$ cat config.mk
export PLATFORM = sky130hd
export DESIGN_NAME = i2c_scl_engine_flat
export DESIGN_NICKNAME = d
export VERILOG_FILES = /design/src/rtl/i2c_scl_engine_if.sv /design/src/rtl/i2c_scl_engine.sv /design/src/flat_wrapper.sv
export SDC_FILE = /design/constraint.sdc
export NUM_CORES = 1
export LEC_CHECK = 0
export CAP_MARGIN = 5
export CORE_ASPECT_RATIO = 1.1
export CORE_MARGIN = 4
export CORE_UTILIZATION = 59
export CTS_CLUSTER_SIZE = 28
export DETAILED_ROUTE_END_ITERATION = 10
export GPL_ROUTABILITY_DRIVEN = 1
export PLACE_DENSITY = 0.84
export REMOVE_ABC_BUFFERS = 1
export SLEW_MARGIN = 10
export SYNTH_ARGS = -nofsm -noshare
export SYNTH_HDL_FRONTEND = slang
export SYNTH_SLANG_ARGS = --single-unit
$ cat constraint.sdc
create_clock -name clk -period 11.55 [get_ports clk]
set_clock_uncertainty 0.15 [all_clocks]
set_input_delay 2.31 -clock clk [delete_from_list [all_inputs] [get_ports clk]]
set_output_delay 2.31 -clock clk [all_outputs]
set_load 0.005 [all_outputs]
$ cat src/rtl/i2c_scl_engine_if.sv
// Command, timing-config and SCL/strobe bundle for i2c_scl_engine.
// master = command issuer / data path, slave = the SCL engine.
interface i2c_scl_engine_if #(
  parameter int unsigned CNT_W = 8,
  parameter int unsigned LEN_W = 4
);
  logic [CNT_W-1:0] cfg_t_low;
  logic [CNT_W-1:0] cfg_t_high;
  logic [CNT_W-1:0] cfg_t_su;
  logic             cmd_valid;
  logic             cmd_ready;
  logic [1:0]       cmd_op;
  logic [LEN_W-1:0] cmd_len;
  logic             scl_in;
  logic             scl_oe;
  logic             drv_stb;
  logic             smp_stb;
  logic             sda_low_stb;
  logic             sda_rel_stb;
  logic [LEN_W-1:0] bit_idx;
  logic             busy;
  logic             done;
  logic             err;

  modport master (
    output cfg_t_low, cfg_t_high, cfg_t_su, cmd_valid, cmd_op, cmd_len, scl_in,
    input  cmd_ready, scl_oe, drv_stb, smp_stb, sda_low_stb, sda_rel_stb, bit_idx,
           busy, done, err
  );

  modport slave (
    input  cfg_t_low, cfg_t_high, cfg_t_su, cmd_valid, cmd_op, cmd_len, scl_in,
    output cmd_ready, scl_oe, drv_stb, smp_stb, sda_low_stb, sda_rel_stb, bit_idx,
           busy, done, err
  );
endinterface

$ cat src/rtl/i2c_scl_engine.sv
// I2C SCL timing engine: START / XFER / STOP / RESTART sequencing with SDA strobes.
// Optional clock stretching and stretch timeout: define SCL_STRETCH_EN.
module i2c_scl_engine #(
  parameter int unsigned CNT_W       = 8,
  parameter int unsigned LEN_W       = 4,
  parameter int unsigned STRETCH_MAX = 255
) (
  input logic             clk,
  input logic             rst_n,
  i2c_scl_engine_if.slave bus
);

  typedef enum logic [3:0] {
    StIdle, StStSu, StStHold, StPark, StLow, StHigh, StSpLow, StSpSu, StSpFree
  } state_e;

  localparam logic [1:0] OpStart   = 2'b00;
  localparam logic [1:0] OpXfer    = 2'b01;
  localparam logic [1:0] OpStop    = 2'b10;
  localparam logic [1:0] OpRestart = 2'b11;

  state_e           r_state, w_state_d;
  logic [CNT_W-1:0] r_cnt, w_cnt_d;
  logic [CNT_W-1:0] r_t_low, r_t_high, r_t_su;
  logic [LEN_W-1:0] r_len, r_bit, w_bit_d;
  logic             r_rs, w_rs_d;  // current LOW/ST_SU belong to a RESTART
  logic             r_ready, r_busy, r_scl_oe, r_done, r_err;
  logic             r_drv, r_smp, r_low, r_rel;
  logic             w_done_d, w_err_d, w_drv_d, w_smp_d, w_low_d, w_rel_d;
  logic             w_acc, w_adv, w_end_low, w_end_high, w_end_su;

  assign w_acc      = bus.cmd_valid & r_ready;
  assign w_end_low  = (r_cnt == r_t_low - CNT_W'(1));
  assign w_end_high = (r_cnt == r_t_high - CNT_W'(1));
  assign w_end_su   = (r_cnt == r_t_su - CNT_W'(1));

`ifdef SCL_STRETCH_EN
  localparam int unsigned STR_W = $clog2(STRETCH_MAX + 1);
  logic [STR_W-1:0] r_str, w_str_d;
  logic             w_stretch_ph;
  assign w_adv = bus.scl_in;
  assign w_stretch_ph = (r_state == StHigh && !w_end_high) ||
                        (r_state == StSpSu && !w_end_su) ||
                        (r_state == StStSu && r_rs && !w_end_su);
`else
  logic w_unused;
  assign w_adv    = 1'b1;
  assign w_unused = bus.scl_in ^ (STRETCH_MAX == 0);
`endif

  always_comb begin
    w_state_d = r_state;
    w_cnt_d   = r_cnt;
    w_bit_d   = r_bit;
    w_rs_d    = r_rs;
    w_done_d  = 1'b0;
    w_err_d   = 1'b0;
    w_drv_d   = 1'b0;
    w_low_d   = 1'b0;
    w_rel_d   = 1'b0;
`ifdef SCL_STRETCH_EN
    w_str_d   = '0;
`endif
    unique case (r_state)
      StIdle, StPark: begin
        if (w_acc) begin
          w_cnt_d = '0;
          unique case (bus.cmd_op)
            OpStart: begin
              if (r_state == StIdle) begin
                w_state_d = StStSu;
                w_rs_d    = 1'b0;
              end else w_err_d = 1'b1;
            end
            OpXfer: begin
              if (r_state == StPark) begin
                w_bit_d = '0;
                if (bus.cmd_len == '0) w_done_d = 1'b1;
                else begin
                  w_state_d = StLow;
                  w_rs_d    = 1'b0;
                  w_drv_d   = 1'b1;
                end
              end else w_err_d = 1'b1;
            end
            OpStop: begin
              if (r_state == StPark) begin
                w_state_d = StSpLow;
                w_low_d   = 1'b1;
              end else w_err_d = 1'b1;
            end
            default: begin
              if (r_state == StPark) begin
                w_state_d = StLow;
                w_rs_d    = 1'b1;
                w_rel_d   = 1'b1;
              end else w_err_d = 1'b1;
            end
          endcase
          if (w_err_d) w_done_d = 1'b1;
        end
      end
      StStSu: begin
        if (w_end_su) begin
          w_state_d = StStHold;
          w_cnt_d   = '0;
          w_low_d   = 1'b1;
        end else if (!r_rs || w_adv) w_cnt_d = r_cnt + CNT_W'(1);
      end
      StStHold: begin
        if (w_end_su) begin
          w_state_d = StPark;
          w_rs_d    = 1'b0;
          w_done_d  = 1'b1;
        end else w_cnt_d = r_cnt + CNT_W'(1);
      end
      StLow: begin
        if (w_end_low) begin
          w_state_d = r_rs ? StStSu : StHigh;
          w_cnt_d   = '0;
        end else w_cnt_d = r_cnt + CNT_W'(1);
      end
      StHigh: begin
        if (w_end_high) begin
          w_cnt_d = '0;
          if (r_bit == r_len - LEN_W'(1)) begin
            w_state_d = StPark;
            w_done_d  = 1'b1;
          end else begin
            w_state_d = StLow;
            w_bit_d   = r_bit + LEN_W'(1);
            w_drv_d   = 1'b1;
          end
        end else if (w_adv) w_cnt_d = r_cnt + CNT_W'(1);
      end
      StSpLow: begin
        if (w_end_low) begin
          w_state_d = StSpSu;
          w_cnt_d   = '0;
        end else w_cnt_d = r_cnt + CNT_W'(1);
      end
      StSpSu: begin
        if (w_end_su) begin
          w_state_d = StSpFree;
          w_cnt_d   = '0;
          w_rel_d   = 1'b1;
        end else if (w_adv) w_cnt_d = r_cnt + CNT_W'(1);
      end
      StSpFree: begin
        if (w_end_su) begin
          w_state_d = StIdle;
          w_cnt_d   = '0;
          w_done_d  = 1'b1;
        end else w_cnt_d = r_cnt + CNT_W'(1);
      end
      default: w_state_d = StIdle;
    endcase
`ifdef SCL_STRETCH_EN
    // Slave held SCL low too long: abandon the bus without a STOP.
    if (w_stretch_ph && !bus.scl_in) begin
      if (r_str == STR_W'(STRETCH_MAX - 1)) begin
        w_state_d = StIdle;
        w_cnt_d   = '0;
        w_rs_d    = 1'b0;
        w_done_d  = 1'b1;
        w_err_d   = 1'b1;
      end else w_str_d = r_str + STR_W'(1);
    end
`endif
    // Look ahead so the registered strobe lands on the last HIGH cycle.
    w_smp_d = (w_state_d == StHigh) && (w_cnt_d == r_t_high - CNT_W'(1));
  end

  always_ff @(posedge clk or negedge rst_n) begin
    if (!rst_n) begin
      r_state  <= StIdle;
      r_cnt    <= '0;
      r_t_low  <= CNT_W'(1);
      r_t_high <= CNT_W'(1);
      r_t_su   <= CNT_W'(1);
      r_len    <= '0;
      r_bit    <= '0;
      r_rs     <= 1'b0;
      r_ready  <= 1'b1;
      r_busy   <= 1'b0;
      r_scl_oe <= 1'b0;
      r_done   <= 1'b0;
      r_err    <= 1'b0;
      r_drv    <= 1'b0;
      r_smp    <= 1'b0;
      r_low    <= 1'b0;
      r_rel    <= 1'b0;
`ifdef SCL_STRETCH_EN
      r_str    <= '0;
`endif
    end else begin
      r_state  <= w_state_d;
      r_cnt    <= w_cnt_d;
      r_bit    <= w_bit_d;
      r_rs     <= w_rs_d;
      if (w_acc) begin
        r_t_low  <= (bus.cfg_t_low == '0) ? CNT_W'(1) : bus.cfg_t_low;
        r_t_high <= (bus.cfg_t_high == '0) ? CNT_W'(1) : bus.cfg_t_high;
        r_t_su   <= (bus.cfg_t_su == '0) ? CNT_W'(1) : bus.cfg_t_su;
        r_len    <= bus.cmd_len;
      end
      r_ready  <= (w_state_d == StIdle) || (w_state_d == StPark);
      r_busy   <= !((w_state_d == StIdle) || (w_state_d == StPark));
      r_scl_oe <= (w_state_d == StPark) || (w_state_d == StLow) || (w_state_d == StSpLow);
      r_done   <= w_done_d;
      r_err    <= w_err_d;
      r_drv    <= w_drv_d;
      r_smp    <= w_smp_d;
      r_low    <= w_low_d;
      r_rel    <= w_rel_d;
`ifdef SCL_STRETCH_EN
      r_str    <= w_str_d;
`endif
    end
  end

  assign bus.cmd_ready   = r_ready;
  assign bus.busy        = r_busy;
  assign bus.scl_oe      = r_scl_oe;
  assign bus.done        = r_done;
  assign bus.err         = r_err;
  assign bus.drv_stb     = r_drv;
  assign bus.smp_stb     = r_smp;
  assign bus.sda_low_stb = r_low;
  assign bus.sda_rel_stb = r_rel;
  assign bus.bit_idx     = r_bit;

endmodule
$ cat src/flat_wrapper.sv
// flat-port wrapper written by rule: the top's interface ports become plain ports
module i2c_scl_engine_flat 
#(
  parameter int unsigned CNT_W       = 8,
  parameter int unsigned LEN_W       = 4,
  parameter int unsigned STRETCH_MAX = 255
)
  (clk, rst_n, bus_cfg_t_low, bus_cfg_t_high, bus_cfg_t_su, bus_cmd_valid, bus_cmd_op, bus_cmd_len, bus_scl_in, bus_cmd_ready, bus_scl_oe, bus_drv_stb, bus_smp_stb, bus_sda_low_stb, bus_sda_rel_stb, bus_bit_idx, bus_busy, bus_done, bus_err);
  i2c_scl_engine_if #(.CNT_W(CNT_W), .LEN_W(LEN_W)) bus_i ();
  input logic clk;
  input logic rst_n;
  input wire logic [$bits(bus_i.cfg_t_low)-1:0] bus_cfg_t_low;
  input wire logic [$bits(bus_i.cfg_t_high)-1:0] bus_cfg_t_high;
  input wire logic [$bits(bus_i.cfg_t_su)-1:0] bus_cfg_t_su;
  input wire logic [$bits(bus_i.cmd_valid)-1:0] bus_cmd_valid;
  input wire logic [$bits(bus_i.cmd_op)-1:0] bus_cmd_op;
  input wire logic [$bits(bus_i.cmd_len)-1:0] bus_cmd_len;
  input wire logic [$bits(bus_i.scl_in)-1:0] bus_scl_in;
  output wire logic [$bits(bus_i.cmd_ready)-1:0] bus_cmd_ready;
  output wire logic [$bits(bus_i.scl_oe)-1:0] bus_scl_oe;
  output wire logic [$bits(bus_i.drv_stb)-1:0] bus_drv_stb;
  output wire logic [$bits(bus_i.smp_stb)-1:0] bus_smp_stb;
  output wire logic [$bits(bus_i.sda_low_stb)-1:0] bus_sda_low_stb;
  output wire logic [$bits(bus_i.sda_rel_stb)-1:0] bus_sda_rel_stb;
  output wire logic [$bits(bus_i.bit_idx)-1:0] bus_bit_idx;
  output wire logic [$bits(bus_i.busy)-1:0] bus_busy;
  output wire logic [$bits(bus_i.done)-1:0] bus_done;
  output wire logic [$bits(bus_i.err)-1:0] bus_err;
  assign bus_i.cfg_t_low = bus_cfg_t_low;
  assign bus_i.cfg_t_high = bus_cfg_t_high;
  assign bus_i.cfg_t_su = bus_cfg_t_su;
  assign bus_i.cmd_valid = bus_cmd_valid;
  assign bus_i.cmd_op = bus_cmd_op;
  assign bus_i.cmd_len = bus_cmd_len;
  assign bus_i.scl_in = bus_scl_in;
  assign bus_cmd_ready = bus_i.cmd_ready;
  assign bus_scl_oe = bus_i.scl_oe;
  assign bus_drv_stb = bus_i.drv_stb;
  assign bus_smp_stb = bus_i.smp_stb;
  assign bus_sda_low_stb = bus_i.sda_low_stb;
  assign bus_sda_rel_stb = bus_i.sda_rel_stb;
  assign bus_bit_idx = bus_i.bit_idx;
  assign bus_busy = bus_i.busy;
  assign bus_done = bus_i.done;
  assign bus_err = bus_i.err;
  i2c_scl_engine #(.CNT_W(CNT_W), .LEN_W(LEN_W), .STRETCH_MAX(STRETCH_MAX)) u_core (.clk(clk), .rst_n(rst_n), .bus(bus_i));
endmodule
### Yosys cells after proc, flatten, opt, wreduce, memory -nomap -nowiden

Index checks and enable logic that the tools add are counted.

| storage, ports and cells | value |
|---|---|
| bits in registers | 54 |
| input bits | 34 |
| output and inout port bits | 13 |
| word-level logic and storage cells | 145 |

| cells by class | value |
|---|---|
| add/subtract/negate cells | 6 |
| equal/unequal tests | 30 |
| mux-type cells | 70 |
| bitwise logic cells | 1 |
| reduce and logical (&&, ||, !) cells | 21 |

Operators with widths:

| operator | number |
|---|---|
| $mux 4 | 18 |
| $mux 8 | 8 |
| $pmux 8 s5 | 1 |
| $eq 8x8->1 | 4 |
| $mux 1 | 32 |
| $pmux 4 s8 | 1 |
| $eq 4x3->1 const B | 7 |
| $logic_not 8->1 | 3 |
| $sub 8x1->8 const B | 3 |
| $eq 4x2->1 const B | 3 |
| $logic_not 4->1 | 3 |
| $pmux 4 s3 | 1 |
| $ne 3x2->1 const B | 3 |
| $add 8x1->8 const B | 1 |
| $ne 2x1->1 const B | 4 |
| $pmux 1 s2 | 4 |
| $pmux 4 s2 | 1 |
| $reduce_and 8->1 | 1 |
| $mux 3 | 2 |
| $ne 2x2->1 const B | 3 |
| $pmux 1 s3 | 2 |
| $reduce_and 6->1 | 1 |
| $reduce_or 2->1 | 3 |
| $reduce_or 3->1 | 2 |
| 14 further kinds | 17 |

### Logic depth before layout (Yosys ltp)

| depth | value |
|---|---|
| word-level depth | 9 |
| mapped depth | 16 |
| gate-level depth less buffers | 15 |

### Worst setup path after synthesis

OpenSTA, ideal clock, no wires.

| timing path | value |
|---|---|
| kind | input to register |
| start point | input bus_cmd_valid |
| end point | register u_core.r_smp (netlist: u_core.bus.smp_stb) |
| setup time | 0.096 ns |
| data arrival time | 4.097 ns |
| required time | 11.304 ns |
| path slack | 7.207 ns |
| stages on the path | 11 |
| path buffers | 2 |
| cell sequence | and2_1 -> clkbuf_1 -> nor3_1 -> o22a_1 -> inv_1 -> o21ai_2 -> buf_4 -> nand3b_1 -> nand4_1 -> a2111o_1 -> nor4_2 |

| on the way | value |
|---|---|
| word-level cells in the longest chain between the ends | 5 |
| elaborated cells on any way between the ends | 8 |
| classes of those cells | eq/ne (2); mux (4); bitwise (1); reduce/logical (1) |

Ends and longest elaborated chain:

| item | RTL line | RTL |
|---|---|---|
| start: declaration | flat_wrapper.sv:15 | `input wire logic [$bits(bus_i.cmd_valid)-1:0] bus_cmd_valid;` |
| $and 1x1->1 * | i2c_scl_engine.sv:32 | `assign w_acc = bus.cmd_valid & r_ready;` |
| $mux 8 or $mux 4 (tied branches) | i2c_scl_engine.sv:66 | `if (w_acc) begin` |
| $pmux 8 s5 or $pmux 4 s8 (tied branches) | i2c_scl_engine.sv:64 | `unique case (r_state)` |
| $eq 8x8->1 or $eq 4x3->1 (tied branches) | i2c_scl_engine.sv:171 | `w_smp_d = (w_state_d == StHigh) && (w_cnt_d == r_t_high - CNT_W'(1));` |
| $logic_and 1x1->1 * | i2c_scl_engine.sv:171 |  |
| net u_core.w_smp_d | i2c_scl_engine.sv:29 | `logic w_done_d, w_err_d, w_drv_d, w_smp_d, w_low_d, w_rel_d;` |
| end signal: assignment | i2c_scl_engine.sv:213 | `r_smp <= w_smp_d;` |
| end: declaration | i2c_scl_engine.sv:28 | `logic r_drv, r_smp, r_low, r_rel;` |

The timed path passes the listed nets; every way through them passes the cells marked *.
A chain may end at the register's enable or synchronous reset.

### Worst setup path after layout

Same ends and word-level chain as after synthesis.

==> metrics.md <==
| Metric | Value |
|---|---|
| Status | completed |
| Hold buffer count at cts | 0 |
| Post_cts resized | 0 |
| Worst hold margin | about 0.36 ns |
| Crit path DAT | 5.03 ns |
| Final WL | roughly 9600 um |
| Post-synth top cells | dfrtp_1 (50), nand2_1 (39), nor2_1 (25) |
| Die Width | approximately 87 um |
| Switch share | between 40% and 50% |
| Pwr Total | between 1000 and 1500 uW |
| Fill cells | 544 |
| Setup ws final | about 6.6 ns |
| Largest net degree at the start of global routing | 55 |
| Worst-path clk slew | between 0.1 and 0.15 ns |
| N_diodes | 0 |
| Lkg Pwr | ~0.0018 uW |
| Vias after detailed routing | around 3600 |
| Power share of the clock group | ~11% |
| I/O Pins | between 40 and 50 |
| Tot GR Track Use | 24.3% |
| Synth cell types | 75 |
| Core region area | about 6600 um2 |
| Slowest cell delay on critical path | about 0.47 ns |
| Slowest CP cell | clkdlybuf4s50_1 |
| Synth top area share | 31.2% |
| Drt pass-1 iters | 6 |
| Reg area | 1360 um2 |
| Root buffer cell | clkbuf_8 |
| Port buffer count | 45 |
| Worst hold path type | flip-flop to flip-flop |
| Final setup fails | 0 |
| DIE HEIGHT | ~94 um |
| Initial antenna violation count | 0 |
| Gate power share | between 50% and 60% |
| Post-DP HPWL | 6780 um |
| Multi-input logic area | approximately 2500 um2 |
| Tightest Pin Transition | 0.717 ns |
| Period utilisation layout | between 40 and 50% |
| CTS Buffer Depth | 2 |
| DR vias/cell | about 6.5 |
| Routability-driven placement congestion ratio | between 0.9 and 1 |
| Post-synth EDFFs | 0 |
| Fmax | around 200 MHz |
| Nets | approximately 520 |
| Worst vdd ir | 0.141 mV |
| Critical Path Fanout Max | 36 |
| Final min period | 4.97 ns |
| Yosys Warn Count | 0 |
| Sw power | 506 uW |
| Cell area after synthesis | 4010 um2 |
| Setup TNS | 0 ns |
| Int Power | 626 uW |
| Critical path's most frequent cell | and2_1 |
| Power per standard cell area | between 200 and 250 nW/um2 |
| Starting density of the core | approximately three fifths |
| Post-synth ARST share | 100% |
| ANT nets after route | 0 |
| Max cap viols | 0 |
| Final hold vios | 0 |
| Crit Path Class | input pin to flip-flop |
| Synthesis-to-layout area growth | 13.5% |
| Layout cells sized above 1 | under 10% |
| Top_reg_cell synth | dfrtp_1 |
| CP Cell Sequence | clkdlybuf4s50_1 > and2_1 > buf_4 > nor3_1 > o22a_1 > and2_1 > o21ai_0 > o2111a_1 > nand4_1 > a2111o_1 > nor4_2 |
| Cell taking the most area after synthesis | dfrtp_1 |
| Slew margin rel. | 51.8% |
| Critical path data required time | around 12 ns |
| Pre-CTS setup slack | about 6.3 ns |
| Clock sink count | 54 |
| Vias in the first global route | 3483 |
| Top-count cell post-synth | dfrtp_1 |
| # Post-CTS Setup Buffers | 0 |
| Register area share after synthesis | between 30% and 40% |
| Die area | roughly 8200 um2 |
| Gr ovfl total | 0 |
| Sequential share of power | between 30% and 40% |
| Starting DRT DRC Count | 201 |
| Htree depth | 2 |
| Top cells by area, synth | dfrtp_1 (31%), mux2_2 (5.3%), xor2_1 (4.4%), xnor2_1 (4.1%), nand2_1 (3.7%) |
| DRC viols | 0 |
| Post-Syn Area per Cell | slightly below 9 um2 |
| Num CTS Buffers | 5 |
| #FFs+latches synth | between 50 and 60 |
| Wire per inst | 17.1 um |
| Mapped Cells | 451 |
| First-pass GRT wire length | between 15000 and 20000 um |
| Final core area utilization | between 60 and 70% |
| CP Capture Type | flip-flop |
| RSZ-0062 raised after global routing | false |
| CTS tree | yes |
| Slew Viols, Final | 0 |
| Worst skew pair latency | roughly 0.32 ns |
| Startpoint types | input pin |
| Rows | 31 |
layer usage:
metal  vias up  part of all wire, %  track usage [%]
met1      1711                   42             29.2
li1       1725                    -                -
met5         -                    0                0
met2       163                   48             42.0
met4         0                  3.4             11.3
met3        38                  6.6             4.36
power groups by stage:
stage                     sequential [uW]  clock, uW  combinational [uW]
final                                 381        126                 625
after global routing                  395        136                 688
after CTS                             378        129                 619
after detailed placement              382          0                 614
after global placement                376          0                 592
after floorplan                       351          0                 475
worst max-delay path: cells and delay by family:
kind,cells,cell delay [ns]
AO/OA/AOI/OAI,4,1.13
buffers and inverters,2,0.84
AND/OR/NAND/NOR,5,0.75
cells by family (layout without fill, tap and decap cells):
family	after synthesis	count (layout)	synth area share, %
flip-flops	54	54	33.8
buffers and inverters	45	73	4.96
multiplexers	23	23	6.33
AO/OA/AOI/OAI	112	112	20.1
adder cells (fa/ha/maj)	8	8	2.43
AND/OR/NAND/NOR	168	168	22.7
XOR/XNOR	41	41	9.64
per-stage QoR:
stage,instances,cell area [um2]
after global routing,561,4550
after detailed placement,553,4450
after global placement,553,4450
after floorplan,423,3870
final,561,4550
after CTS,561,4550
layout by cell type, fill, tap and decap left out, drive strengths merged, types with 3 or more instances in the layout:
cell            n
dfrtp          50
clkdlybuf4s50  44
nand2          39
nor2           25
o21ai          24
a21oi          21
xor2           20
xnor2          19
mux2           19
nor3           18
inv            17
nand3          16
nor4           12
and3            7
ha              7
or4             7
clkbuf          7
nand3b          6
nor2b           6
or3             6
o32ai           6
o211ai          6
and2            5
o31ai           5
a21o            5
mux2i           4
a22o            4
dfstp           4
a211oi          4
buf             4
o221ai          3
nor3b           3
or2             3
o22ai           3
nand2b          3
a31oi           3
a41oi           3
or3b            3
path summary, 6_finish.rpt:
check                            startpoint            endpoint  slack (ns)  cells past startpoint
setup / recovery              bus_cmd_valid  u_core.bus.smp_stb        6.58                     11
hold reg to reg                 u_core.r_rs         u_core.r_rs        0.36                      1
max in group asynchronous             rst_n     u_core.r_cnt[1]        8.80                      2
hold / removal                  u_core.r_rs         u_core.r_rs        0.36                      1
setup reg to reg           u_core.r_t_su[1]  u_core.bus.smp_stb        7.08                     15
min in group asynchronous             rst_n     u_core.r_len[1]        1.95                      2
layout make-up:
| type | count | area share, % |
|---|---|---|
| clock inverter | 1 | 0.660 |
| timing repair buffer | 48 | 10.3 |
| clock buffer | 7 | 1.68 |
| multi-input combinational | 352 | 53.9 |
| inverter | 17 | 1.40 |
| tap | 82 | 2.25 |
| sequential | 54 | 29.8 |
sequential cells by signal, indices dropped and copies added (netlist names), 4 cells and up:
| signal | count |
|---|---|
| u_core.r_t_low | 8 |
| u_core.r_t_high | 8 |
| u_core.r_t_su | 8 |
| u_core.bus.bit_idx | 4 |
| u_core.r_len | 4 |
| u_core.r_state | 4 |
| u_core.r_cnt | 8 |
(Power assumes the default switching activity.)
